===== config.mk =====
export PLATFORM = sky130hd
export DESIGN_NAME = alu_arbiter_flat
export DESIGN_NICKNAME = d
export VERILOG_FILES = /design/src/rtl/alu_arbiter_if.sv /design/src/rtl/alu_arbiter.sv /design/src/flat_wrapper.sv
export SDC_FILE = /design/constraint.sdc
export NUM_CORES = 1
export LEC_CHECK = 0
export BUFFER_PORTS_ARGS = -buffer_cell sky130_fd_sc_hd__clkbuf_2
export CAP_MARGIN = 0
export CORE_AREA = 2 2 156 158
export DETAILED_ROUTE_END_ITERATION = 7
export DIE_AREA = 0 0 158 160
export HOLD_SLACK_MARGIN = 0.15
export PLACE_DENSITY_LB_ADDON = 0.15
export SYNTH_ARGS = -nofsm -noshare
export SYNTH_HDL_FRONTEND = slang
export SYNTH_SLANG_ARGS = --single-unit

===== constraint.sdc =====
create_clock -name clk -period 3.3 [get_ports clk]
set_input_delay 0.33 -clock clk [delete_from_list [all_inputs] [get_ports clk]]
set_output_delay 0.33 -clock clk [all_outputs]
set_load 0.01 [all_outputs]

===== src/rtl/alu_arbiter_if.sv =====
// Requester-side channel of alu_arbiter: request handshake plus response handshake.
// The arbiter takes the slave modport; each requester takes the master modport.
interface alu_arbiter_if #(
  parameter int TAG_WIDTH = 4,
  parameter int CTL_WIDTH = 4
);
  logic                 req_valid;
  logic                 req_ready;
  logic [CTL_WIDTH-1:0] req_alu_ctl;
  logic [31:0]          req_op1;
  logic [31:0]          req_op2;
  logic [TAG_WIDTH-1:0] req_tag;

  logic                 rsp_valid;
  logic                 rsp_ready;
  logic [31:0]          rsp_result;
  logic                 rsp_branch_outcome;
  logic [TAG_WIDTH-1:0] rsp_tag;

  modport master (
    output req_valid, req_alu_ctl, req_op1, req_op2, req_tag, rsp_ready,
    input  req_ready, rsp_valid, rsp_result, rsp_branch_outcome, rsp_tag
  );

  modport slave (
    input  req_valid, req_alu_ctl, req_op1, req_op2, req_tag, rsp_ready,
    output req_ready, rsp_valid, rsp_result, rsp_branch_outcome, rsp_tag
  );
endinterface


===== src/rtl/alu_arbiter.sv =====
// Two-requester round-robin arbiter feeding a shared combinational ALU through an
// issue/response pipeline. Optional grant counters enabled by macro ALU_ARB_STATS_EN.
module alu_arbiter #(
  parameter int TAG_WIDTH = 4,
  parameter int CTL_WIDTH = 4
) (
  input  logic                 clk,
  input  logic                 rst_n,
  alu_arbiter_if.slave         ch0,
  alu_arbiter_if.slave         ch1,
  output logic                 alu_valid,
  output logic [CTL_WIDTH-1:0] alu_ctl,
  output logic [31:0]          alu_op1,
  output logic [31:0]          alu_op2,
  input  logic                 alu_res_valid,
  input  logic [31:0]          alu_result,
  input  logic                 alu_branch_outcome,
  input  logic                 alu_done,
  output logic                 done_sticky,
  output logic [31:0]          grant_cnt0,
  output logic [31:0]          grant_cnt1
);

  typedef enum logic {OWNER0 = 1'b0, OWNER1 = 1'b1} owner_e;

  logic                 i_valid;
  owner_e               i_owner;
  logic [CTL_WIDTH-1:0] i_ctl;
  logic [31:0]          i_op1;
  logic [31:0]          i_op2;
  logic [TAG_WIDTH-1:0] i_tag;

  logic                 r_valid;
  owner_e               r_owner;
  logic [31:0]          r_result;
  logic                 r_outcome;
  logic [TAG_WIDTH-1:0] r_tag;

  owner_e               ptr;
  owner_e               grant_sel;
  logic                 owner_ready;
  logic                 r_adv;
  logic                 can_load;
  logic                 grant;
  logic [CTL_WIDTH-1:0] sel_ctl;
  logic [31:0]          sel_op1;
  logic [31:0]          sel_op2;
  logic [TAG_WIDTH-1:0] sel_tag;

  always_comb begin
    owner_ready = (r_owner == OWNER1) ? ch1.rsp_ready : ch0.rsp_ready;
    r_adv       = !r_valid || owner_ready;
    // I only ever advances together with R, so it can take a new op when empty or when R moves.
    can_load    = rst_n && !done_sticky && (!i_valid || r_adv);

    if (ch0.req_valid && ch1.req_valid) grant_sel = ptr;
    else if (ch1.req_valid)             grant_sel = OWNER1;
    else                                grant_sel = OWNER0;

    grant         = can_load && (ch0.req_valid || ch1.req_valid);
    ch0.req_ready = grant && (grant_sel == OWNER0);
    ch1.req_ready = grant && (grant_sel == OWNER1);

    sel_ctl = (grant_sel == OWNER1) ? ch1.req_alu_ctl : ch0.req_alu_ctl;
    sel_op1 = (grant_sel == OWNER1) ? ch1.req_op1     : ch0.req_op1;
    sel_op2 = (grant_sel == OWNER1) ? ch1.req_op2     : ch0.req_op2;
    sel_tag = (grant_sel == OWNER1) ? ch1.req_tag     : ch0.req_tag;
  end

  always_comb begin
    alu_valid = i_valid;
    alu_ctl   = i_ctl;
    alu_op1   = i_op1;
    alu_op2   = i_op2;

    ch0.rsp_valid          = r_valid && (r_owner == OWNER0);
    ch0.rsp_result         = r_result;
    ch0.rsp_branch_outcome = r_outcome;
    ch0.rsp_tag            = r_tag;
    ch1.rsp_valid          = r_valid && (r_owner == OWNER1);
    ch1.rsp_result         = r_result;
    ch1.rsp_branch_outcome = r_outcome;
    ch1.rsp_tag            = r_tag;
  end

  always_ff @(posedge clk) begin
    if (!rst_n) begin
      i_valid     <= 1'b0;
      r_valid     <= 1'b0;
      ptr         <= OWNER0;
      done_sticky <= 1'b0;
    end else begin
      if (i_valid && alu_done) done_sticky <= 1'b1;

      if (r_adv) begin
        r_valid   <= i_valid && alu_res_valid;
        r_owner   <= i_owner;
        r_result  <= alu_result;
        r_outcome <= alu_branch_outcome;
        r_tag     <= i_tag;
      end

      if (grant) begin
        i_valid <= 1'b1;
        i_owner <= grant_sel;
        i_ctl   <= sel_ctl;
        i_op1   <= sel_op1;
        i_op2   <= sel_op2;
        i_tag   <= sel_tag;
        ptr     <= (grant_sel == OWNER0) ? OWNER1 : OWNER0;
      end else if (r_adv) begin
        i_valid <= 1'b0;
      end
    end
  end

`ifdef ALU_ARB_STATS_EN
  always_ff @(posedge clk) begin
    if (!rst_n) begin
      grant_cnt0 <= '0;
      grant_cnt1 <= '0;
    end else begin
      if (ch0.req_ready) grant_cnt0 <= grant_cnt0 + 32'd1;
      if (ch1.req_ready) grant_cnt1 <= grant_cnt1 + 32'd1;
    end
  end
`else
  assign grant_cnt0 = '0;
  assign grant_cnt1 = '0;
`endif

endmodule


===== src/flat_wrapper.sv =====
// flat-port wrapper written by rule: the top's interface ports become plain ports
module alu_arbiter_flat 
#(
  parameter int TAG_WIDTH = 4,
  parameter int CTL_WIDTH = 4
)
  (clk, rst_n, alu_valid, alu_ctl, alu_op1, alu_op2, alu_res_valid, alu_result, alu_branch_outcome, alu_done, done_sticky, grant_cnt0, grant_cnt1, ch0_req_valid, ch0_req_alu_ctl, ch0_req_op1, ch0_req_op2, ch0_req_tag, ch0_rsp_ready, ch0_req_ready, ch0_rsp_valid, ch0_rsp_result, ch0_rsp_branch_outcome, ch0_rsp_tag, ch1_req_valid, ch1_req_alu_ctl, ch1_req_op1, ch1_req_op2, ch1_req_tag, ch1_rsp_ready, ch1_req_ready, ch1_rsp_valid, ch1_rsp_result, ch1_rsp_branch_outcome, ch1_rsp_tag);
  alu_arbiter_if #(.TAG_WIDTH(TAG_WIDTH), .CTL_WIDTH(CTL_WIDTH)) ch0_i ();
  alu_arbiter_if #(.TAG_WIDTH(TAG_WIDTH), .CTL_WIDTH(CTL_WIDTH)) ch1_i ();
  input  logic clk;
  input  logic rst_n;
  output logic alu_valid;
  output logic [CTL_WIDTH-1:0] alu_ctl;
  output logic [31:0] alu_op1;
  output logic [31:0] alu_op2;
  input  logic alu_res_valid;
  input  logic [31:0] alu_result;
  input  logic alu_branch_outcome;
  input  logic alu_done;
  output logic done_sticky;
  output logic [31:0] grant_cnt0;
  output logic [31:0] grant_cnt1;
  input wire logic [$bits(ch0_i.req_valid)-1:0] ch0_req_valid;
  input wire logic [$bits(ch0_i.req_alu_ctl)-1:0] ch0_req_alu_ctl;
  input wire logic [$bits(ch0_i.req_op1)-1:0] ch0_req_op1;
  input wire logic [$bits(ch0_i.req_op2)-1:0] ch0_req_op2;
  input wire logic [$bits(ch0_i.req_tag)-1:0] ch0_req_tag;
  input wire logic [$bits(ch0_i.rsp_ready)-1:0] ch0_rsp_ready;
  output wire logic [$bits(ch0_i.req_ready)-1:0] ch0_req_ready;
  output wire logic [$bits(ch0_i.rsp_valid)-1:0] ch0_rsp_valid;
  output wire logic [$bits(ch0_i.rsp_result)-1:0] ch0_rsp_result;
  output wire logic [$bits(ch0_i.rsp_branch_outcome)-1:0] ch0_rsp_branch_outcome;
  output wire logic [$bits(ch0_i.rsp_tag)-1:0] ch0_rsp_tag;
  input wire logic [$bits(ch1_i.req_valid)-1:0] ch1_req_valid;
  input wire logic [$bits(ch1_i.req_alu_ctl)-1:0] ch1_req_alu_ctl;
  input wire logic [$bits(ch1_i.req_op1)-1:0] ch1_req_op1;
  input wire logic [$bits(ch1_i.req_op2)-1:0] ch1_req_op2;
  input wire logic [$bits(ch1_i.req_tag)-1:0] ch1_req_tag;
  input wire logic [$bits(ch1_i.rsp_ready)-1:0] ch1_rsp_ready;
  output wire logic [$bits(ch1_i.req_ready)-1:0] ch1_req_ready;
  output wire logic [$bits(ch1_i.rsp_valid)-1:0] ch1_rsp_valid;
  output wire logic [$bits(ch1_i.rsp_result)-1:0] ch1_rsp_result;
  output wire logic [$bits(ch1_i.rsp_branch_outcome)-1:0] ch1_rsp_branch_outcome;
  output wire logic [$bits(ch1_i.rsp_tag)-1:0] ch1_rsp_tag;
  assign ch0_i.req_valid = ch0_req_valid;
  assign ch0_i.req_alu_ctl = ch0_req_alu_ctl;
  assign ch0_i.req_op1 = ch0_req_op1;
  assign ch0_i.req_op2 = ch0_req_op2;
  assign ch0_i.req_tag = ch0_req_tag;
  assign ch0_i.rsp_ready = ch0_rsp_ready;
  assign ch0_req_ready = ch0_i.req_ready;
  assign ch0_rsp_valid = ch0_i.rsp_valid;
  assign ch0_rsp_result = ch0_i.rsp_result;
  assign ch0_rsp_branch_outcome = ch0_i.rsp_branch_outcome;
  assign ch0_rsp_tag = ch0_i.rsp_tag;
  assign ch1_i.req_valid = ch1_req_valid;
  assign ch1_i.req_alu_ctl = ch1_req_alu_ctl;
  assign ch1_i.req_op1 = ch1_req_op1;
  assign ch1_i.req_op2 = ch1_req_op2;
  assign ch1_i.req_tag = ch1_req_tag;
  assign ch1_i.rsp_ready = ch1_rsp_ready;
  assign ch1_req_ready = ch1_i.req_ready;
  assign ch1_rsp_valid = ch1_i.rsp_valid;
  assign ch1_rsp_result = ch1_i.rsp_result;
  assign ch1_rsp_branch_outcome = ch1_i.rsp_branch_outcome;
  assign ch1_rsp_tag = ch1_i.rsp_tag;
  alu_arbiter #(.TAG_WIDTH(TAG_WIDTH), .CTL_WIDTH(CTL_WIDTH)) u_core (.clk(clk), .rst_n(rst_n), .ch0(ch0_i), .ch1(ch1_i), .alu_valid(alu_valid), .alu_ctl(alu_ctl), .alu_op1(alu_op1), .alu_op2(alu_op2), .alu_res_valid(alu_res_valid), .alu_result(alu_result), .alu_branch_outcome(alu_branch_outcome), .alu_done(alu_done), .done_sticky(done_sticky), .grant_cnt0(grant_cnt0), .grant_cnt1(grant_cnt1));
endmodule

# Yosys cells after proc, flatten, opt, wreduce, memory -nomap -nowiden
# Index checks and enable logic that the tools add are counted.
# Widths: inputs -> output; s select.
# classes
mux,10
n_reduce_logical,19
bitwise,2
# op_table
operator,n
$mux 32,2
$logic_and 1x1->1,10
$mux 4,2
$mux 1,6
$reduce_and 2->1,2
$logic_not 1->1,3
$logic_or 1x1->1,3
$not 1->1,2
$reduce_bool 2->1,1
# totals
register_bits,115
inputBits,185

# Logic depth before layout (Yosys ltp)
# Gate-level depths: netlist (run 1).
# depth
ltp_word,6
mapped_depth,5
ltp_nobuf,3

# Worst setup path before layout (run 1)
# No wires, ideal clock.
# synth_path
path_kind,reg-to-reg
startpoint,register u_core.r_owner
endpoint,"register u_core.r_outcome, in the netlist u_core.ch0.rsp_branch_outcome (enable)"
stages_incl_launch_ff,3
slack_ps,356
t_arrival_ps,2498
required_time_ps,2854
cell_sequence,edfxtp_1 mux2i_1 a21oi_1
# synth_between
elab_chain_cells,3
# synth_lines
item,line_no,source
from (decl),alu_arbiter.sv:34,owner_e r_owner;
from (signal assigned),alu_arbiter.sv:97,r_owner <= i_owner;
$mux 1,alu_arbiter.sv:51,owner_ready = (r_owner == OWNER1) ? ch1.rsp_ready : ch0.rsp_ready;
$logic_or 1x1->1,alu_arbiter.sv:52,r_adv = !r_valid || owner_ready;
$reduce_and 2->1 (no source line),--,
to (signal assigned),alu_arbiter.sv:99,r_outcome <= alu_branch_outcome;
to (decl),alu_arbiter.sv:36,logic r_outcome;
# Every way passes these cells.
# A chain may end at the register's enable or synchronous reset.

# Worst setup path in the final report (run 1)
# layout_path
startpoint,register u_core.r_owner
endpoint,"register u_core.i_ctl[1], in the netlist u_core.alu_ctl[1] (enable)"
# layout_between
elab_chain_cells,6
# layout_lines
item,line_no,source
$mux 1,alu_arbiter.sv:51,
$logic_or 1x1->1,alu_arbiter.sv:52,
$logic_or 1x1->1,alu_arbiter.sv:54,can_load = rst_n && !done_sticky && (!i_valid || r_adv);
$logic_and 1x1->1,alu_arbiter.sv:54,
$logic_and 1x1->1,alu_arbiter.sv:60,grant = can_load && (ch0.req_valid || ch1.req_valid);
$reduce_and 2->1 (no source line),--,
to (signal assigned),alu_arbiter.sv:106,i_ctl <= sel_ctl;
to (decl),alu_arbiter.sv:28,logic [CTL_WIDTH-1:0] i_ctl;
# Every way passes these cells.

==> reports/qor.yml, run 1 <==
status: "complete, no violations"
timing.fmax_mhz: 428.0
min_from: "rst_n"
syn_avg_cell_area_um2: 16.14
insertion_delay_ns: 0.41
ys_seq_elements: 115
post_cts_buffers: 0
vias_per_cell: 3.559
ctsResizeCount: 0
start_util: 0.2175
dpl-instance-area_mm2: 0.006740
seq_area_frac_synth: 0.6588
ios: 397
synth_flop_cell: "edfxtp_1"
gp_congestion: 0.7064
yosys.area.top_type: "edfxtp_1"
syn_inst: 321
rows: 57
startpoint: "u_core.r_owner"
yosysWarnings: 0
maxCapViolCount: 0
drt-initial-drc-count: 84
syn_to_final_growth_pct: 48.35
rsz0062_at_grt: "false"
timing.final.crit_share: 0.7080
drt_wl_total_mm: 13.76
yosys.area_share.adder: 0
portBuffers: 332
hold_viol: 0
die_x_um: 158
ant_nets: 0
fin_nets: 848
cts_buffers: 17
slew_viol_final: 0
worst-path-buf-inv: 2
power-per-cell-area_mw_per_mm2: 550.7
wire_per_inst_um: 13.76
yosys-top-cells-area: "edfxtp_1 64%, mux2_1 16%, buf_4 15%"
path_clk_slew_ns: 0.05
endpoint_kind: "flop"
cp_cell_sequence: "mux2i_1 > a2111o_1 > clkinv_2 > buf_12"
firstDrtPassIters: 4
vias: 3559
cts_tree: "yes"
antenna_found_initial: 0
grt_pass1_wl_mm: 20.04
holdWs_ns: 0.1808
rr_startpoint: "u_core.r_owner"
ys_types: 21
die_area_mm2: 0.02528
grt_pass1_vias: 3698
die_h_um: 160
diodes: 0
synth_edf_count: 111
synthMuxAreaShare: 0.1584
synthArstFlopShare: 0
nFillCells: 2403
grt_overflow: 0
max_slew.worst_pin.slew_ns: 0.9156
cp_slowest_cell: "mux2i_1"
crit_fanout: 48
dp_hpwl_mm: 10.58
grt_use_total: 0.1071
critPathArrivalTime_ns: 2.46
synth_top_family_by_area: "buffers and inverters"
htreeDepth: 4
synth.top_cell.area_share: 0.6433
busiest_layer: "met2"
netlist_area_mm2: 0.005181
grt_max_degree: 54
max_stage_delay_ns: 0.51
drive_gt1_frac: 0.5503
path_class: "reg2reg"
ctsHoldBuffers: 33
peakVddDrop_v: 0.0003002
use_met1: 0.1090
max_slew_margin: 0.3883
startpoint_type: "flop"
yosys.area_share.simple: 0.01063
use_met3: 0.05129
yosysMostFrequentCell: "edfxtp_1"
root_buffer: "clkbuf_16"
setup_viol: 0
cts.sinks: 115
gr-usage-met2: 0.1889
critPathTopFamily: "buffers and inverters"
synthTopCellsByCount: "111 x edfxtp_1, 106 x buf_4, 72 x mux2_1"
worst_hold_path_type: "in2reg"
skew_ns: 0.01190
cellLeakagePower_nw: 3.489
final_core_util: 0.3227
core_mm2: 0.02382
synth_compound_area_frac: 0.01207
final_cell_area_mm2: 0.007686
cts_buffer_depth: 2
period_needed_ns: 2.336
fin_tns_setup_ns: 0
drc: 0
crit_required_ns: 3.42
synth_xor_xnor_area_share: 0
-- cells by family after synthesis --
group,count (synthesis)
compound gates,8
buf+inv,113
flops,115
mux,73
other cells,1
simple gates,11
-- flip-flops by register name (all words and copies together), names as in the netlist --
register / flops
u_core.alu_op1: 32
u_core.alu_op2: 32
u_core.ch0.rsp_result: 32
u_core.alu_ctl: 4
u_core.ch0.rsp_tag: 4
u_core.i_tag: 4
u_core.alu_valid: 1
u_core.ch0.rsp_branch_outcome: 1
u_core.done_sticky: 1
u_core.i_owner: 1
u_core.ptr: 1
u_core.r_owner: 1
u_core.r_valid: 1
-- cells in the final DEF (no fill, tap or decap), drive strengths merged --
cell type    Yosys  layout
o31ai            1       1
nor2             3       3
and2b            1       1
clkinv           0       7
clkinvlp         0       3
mux2            72      72
bufinv           0       4
inv              4       4
a2111o           1       1
nand3            1       1
nand2            3       3
mux2i            1       1
and2             3       3
a221oi           1       1
a21oi            4       4
dfxtp            4       4
edfxtp         111     111
dlygate4sd3      0      33
buf            109       4
a2111oi          1       1
conb             1      64
clkbuf           0     350
-- final cells by class --
class | instances | area [µm²] | share of cell area
multi-input cells | 156 | 1201 | 0.1563
well taps | 324 | 405.4 | 0.05274
repair buffers | 369 | 2034 | 0.2647
inverters | 4 | 16.27 | 0.002116
clock buffers | 18 | 429.2 | 0.05584
flip-flops and latches | 115 | 3413 | 0.4441
clock inverters | 14 | 186.4 | 0.02426
-- layer usage --
| layer | up-vias | share of wire |
|---|---|---|
| met5 | - | 0 |
| met4 | 0 | 0.012 |
| met3 | 6 | 0.11 |
| met2 | 245 | 0.51 |
| met1 | 1625 | 0.37 |
| li1 | 1683 | - |
-- final timing paths --
kind	end	cells past startpoint	slack (ns)
max reg2reg	u_core.alu_ctl[1]	4	0.96
max	u_core.alu_ctl[1]	4	0.96
min	u_core.alu_valid	3	0.18
min reg2reg	u_core.ch0.rsp_tag[2]	0	0.42
-- metrics by stage --
step / worst slack [ns] / std cells / power (mW)
floorplan: 0.3564 / 384 / 2.121
global placement: 0.9999 / 935 / 2.303
detailed placement: 0.9160 / 935 / 2.306
CTS: 0.8970 / 1000 / 4.319
global route: 0.7447 / 1000 / 4.439
finish: 0.9636 / 1000 / 4.233
-- tightest hold or removal path: cells and delay by family --
family	cells	cell delay, ns
buffers and inverters	1	0.10
AND/OR/NAND/NOR	1	0.06
AO/OA/AOI/OAI	1	0.06
-- where the power goes --
group	internal (mW)	switching, mW
logic	0.242	0.282
clock network	1.26	0.677
registers	1.73	0.0375
total	3.24	0.996
(Power assumes the default switching activity.)
==> inputs of run 2 (changes only) <==
Clock period 3.3 ns to 2.2 ns, I/O delays scaled along.
==> reports/qor.yml, run 2 (synthesized netlist as in run 1, its figures left out) <==
whs_path_depth: 3
htreeDepth: 4
root_buffer: "clkbuf_16"
drt-initial-drc-count: 117
maxCapViolCount: 0
mostFrequentLayoutCells: "332 x clkbuf_2, 183 x dlygate4sd3_1, 111 x edfxtp_1"
power-per-cell-area_mw_per_mm2: 703.9
grt_pass1_wl_mm: 23.70
core_mm2: 0.02382
dp_hpwl_mm: 10.98
endpoint_kind: "primary output"
startpoint_type: "flop"
insertion_delay_ns: 0.41
vias_per_cell: 3.675
grt_overflow: 0
startpoint: "u_core.r_owner"
start_util: 0.2175
drc: 0
timing.final.crit_share: 0.9012
firstDrtPassIters: 4
fin_tns_setup_ns: 0
antenna_found_initial: 0
wire_per_inst_um: 13.76
syn_to_final_growth_pct: 78.87
final_core_util: 0.3891
period_needed_ns: 1.983
worst_hold_path_type: "in2reg"
critPathArrivalTime_ns: 1.76
rr_startpoint: "u_core.ptr"
place_ws_ns: 0.3045
path_clk_slew_ns: 0.05
slew_viol_final: 0
cts_buffers: 17
cts_buffer_depth: 2
ios: 397
whs_endpoint: "u_core.ptr"
cts.sinks: 115
grt_use_total: 0.1242
timing.fmax_mhz: 504.4
crit_required_ns: 1.98
gp_congestion: 0.7431
mostFrequentLayoutCell: "clkbuf_2"
cts_tree: "yes"
skew_ns: 0.009379
path_class: "reg2out"
worst_r2r_path_depth: 5
crit_fanout: 3
r2r_slack_ns: 0.24
die_x_um: 158
rows: 57
drive_gt1_frac: 0.4562
vias: 4252
die_area_mm2: 0.02528
setup_viol: 0
status: "complete, no violations"
ant_nets: 0
fin_ws_ns: 0.2174
die_h_um: 160
peakVddDrop_v: 0.0004112
grt_max_degree: 54
drt_wl_total_mm: 15.92
fin_nets: 1005
r2r_end: "u_core.alu_op1[11]"
hold_viol: 0
diodes: 0
min_from: "ch0_req_valid"
grt_pass1_vias: 4645
rsz0062_at_grt: "false"
cellLeakagePower_nw: 4.160
portBuffers: 332
==> run 2: changes by cell type in the layout (fill, tap and decap cells not counted), moves of 2 or more <==
cell	previous run	this run
clkbuf_8	0	2
buf_12	1	4
clkinv_1	2	0
dlygate4sd3_1	33	183
clkbuf_1	1	3
buf_4	3	7
==> run 2: what timing repair did <==
action,CTS,global route
hold buffers,183,0
endpoints found under the hold margin,109,0
resized for setup,0,1
buffers inserted,0,3
endpoints found under the setup margin,0,4
==> run 2: worst max-delay path by stage <==
stage / end / depth (start not counted) / slack, ns
after CTS: u_core.alu_op2[29] / 5 / 0.04
after global routing: ch0_req_ready / 4 / 0.1
final: ch0_req_ready / 4 / 0.22
after floorplan: u_core.alu_ctl[0] / 3 / -0.23
after detailed placement: u_core.alu_ctl[2] / 4 / 0.30
after global placement: u_core.alu_ctl[2] / 4 / 0.34
==> run 2: critical path, stage by stage, from the launching register on <==
cell      delay (ns)
edfxtp_1        0.42
mux2i_2         0.18
a2111o_1        0.50
nor2_1          0.11
clkbuf_2        0.14
==> run 2: cell type report <==
type                            count  area [µm²]
Clock inverter                     10       133.9
Clock buffer                       22       464.2
Tap cell                          324       405.4
Multi-Input combinational cell    156        1206
Inverter                            4       18.77
Timing Repair Buffer              526        3626
Fill cell                        2285       14550
Sequential cell                   115        3413
==> run 2: where the power goes <==
part	internal [mW]	total, mW	switching [mW]	leakage (nW)
Sequential	2.60	2.66	0.0591	1.10
Clock	1.84	2.82	0.987	0.290
Combinational	0.565	1.04	0.476	2.77
==> run 2: layer usage <==
layer / part of all wire / global-route usage / up-vias
met5: 0 / 0 / -
met2: 0.52 / 0.2251 / 268
met3: 0.10 / 0.04966 / 18
li1: - / - / 1998
met4: 0.019 / 0.05324 / 0
met1: 0.36 / 0.1242 / 1968
==> run 2: stage by stage <==
| stage | hold slack [ns] | area (µm²) | power (mW) | instances |
|---|---|---|---|---|
| global route | 0.3459 | 9268 | 6.843 | 1157 |
| finish | 0.3275 | 9268 | 6.524 | 1157 |
| detailed placement | 0.3992 | 6814 | 3.474 | 939 |
| floorplan | 0.3189 | 5429 | 3.181 | 384 |
| CTS | 0.2666 | 9244 | 6.641 | 1154 |
| global placement | 0.3979 | 6814 | 3.466 | 939 |
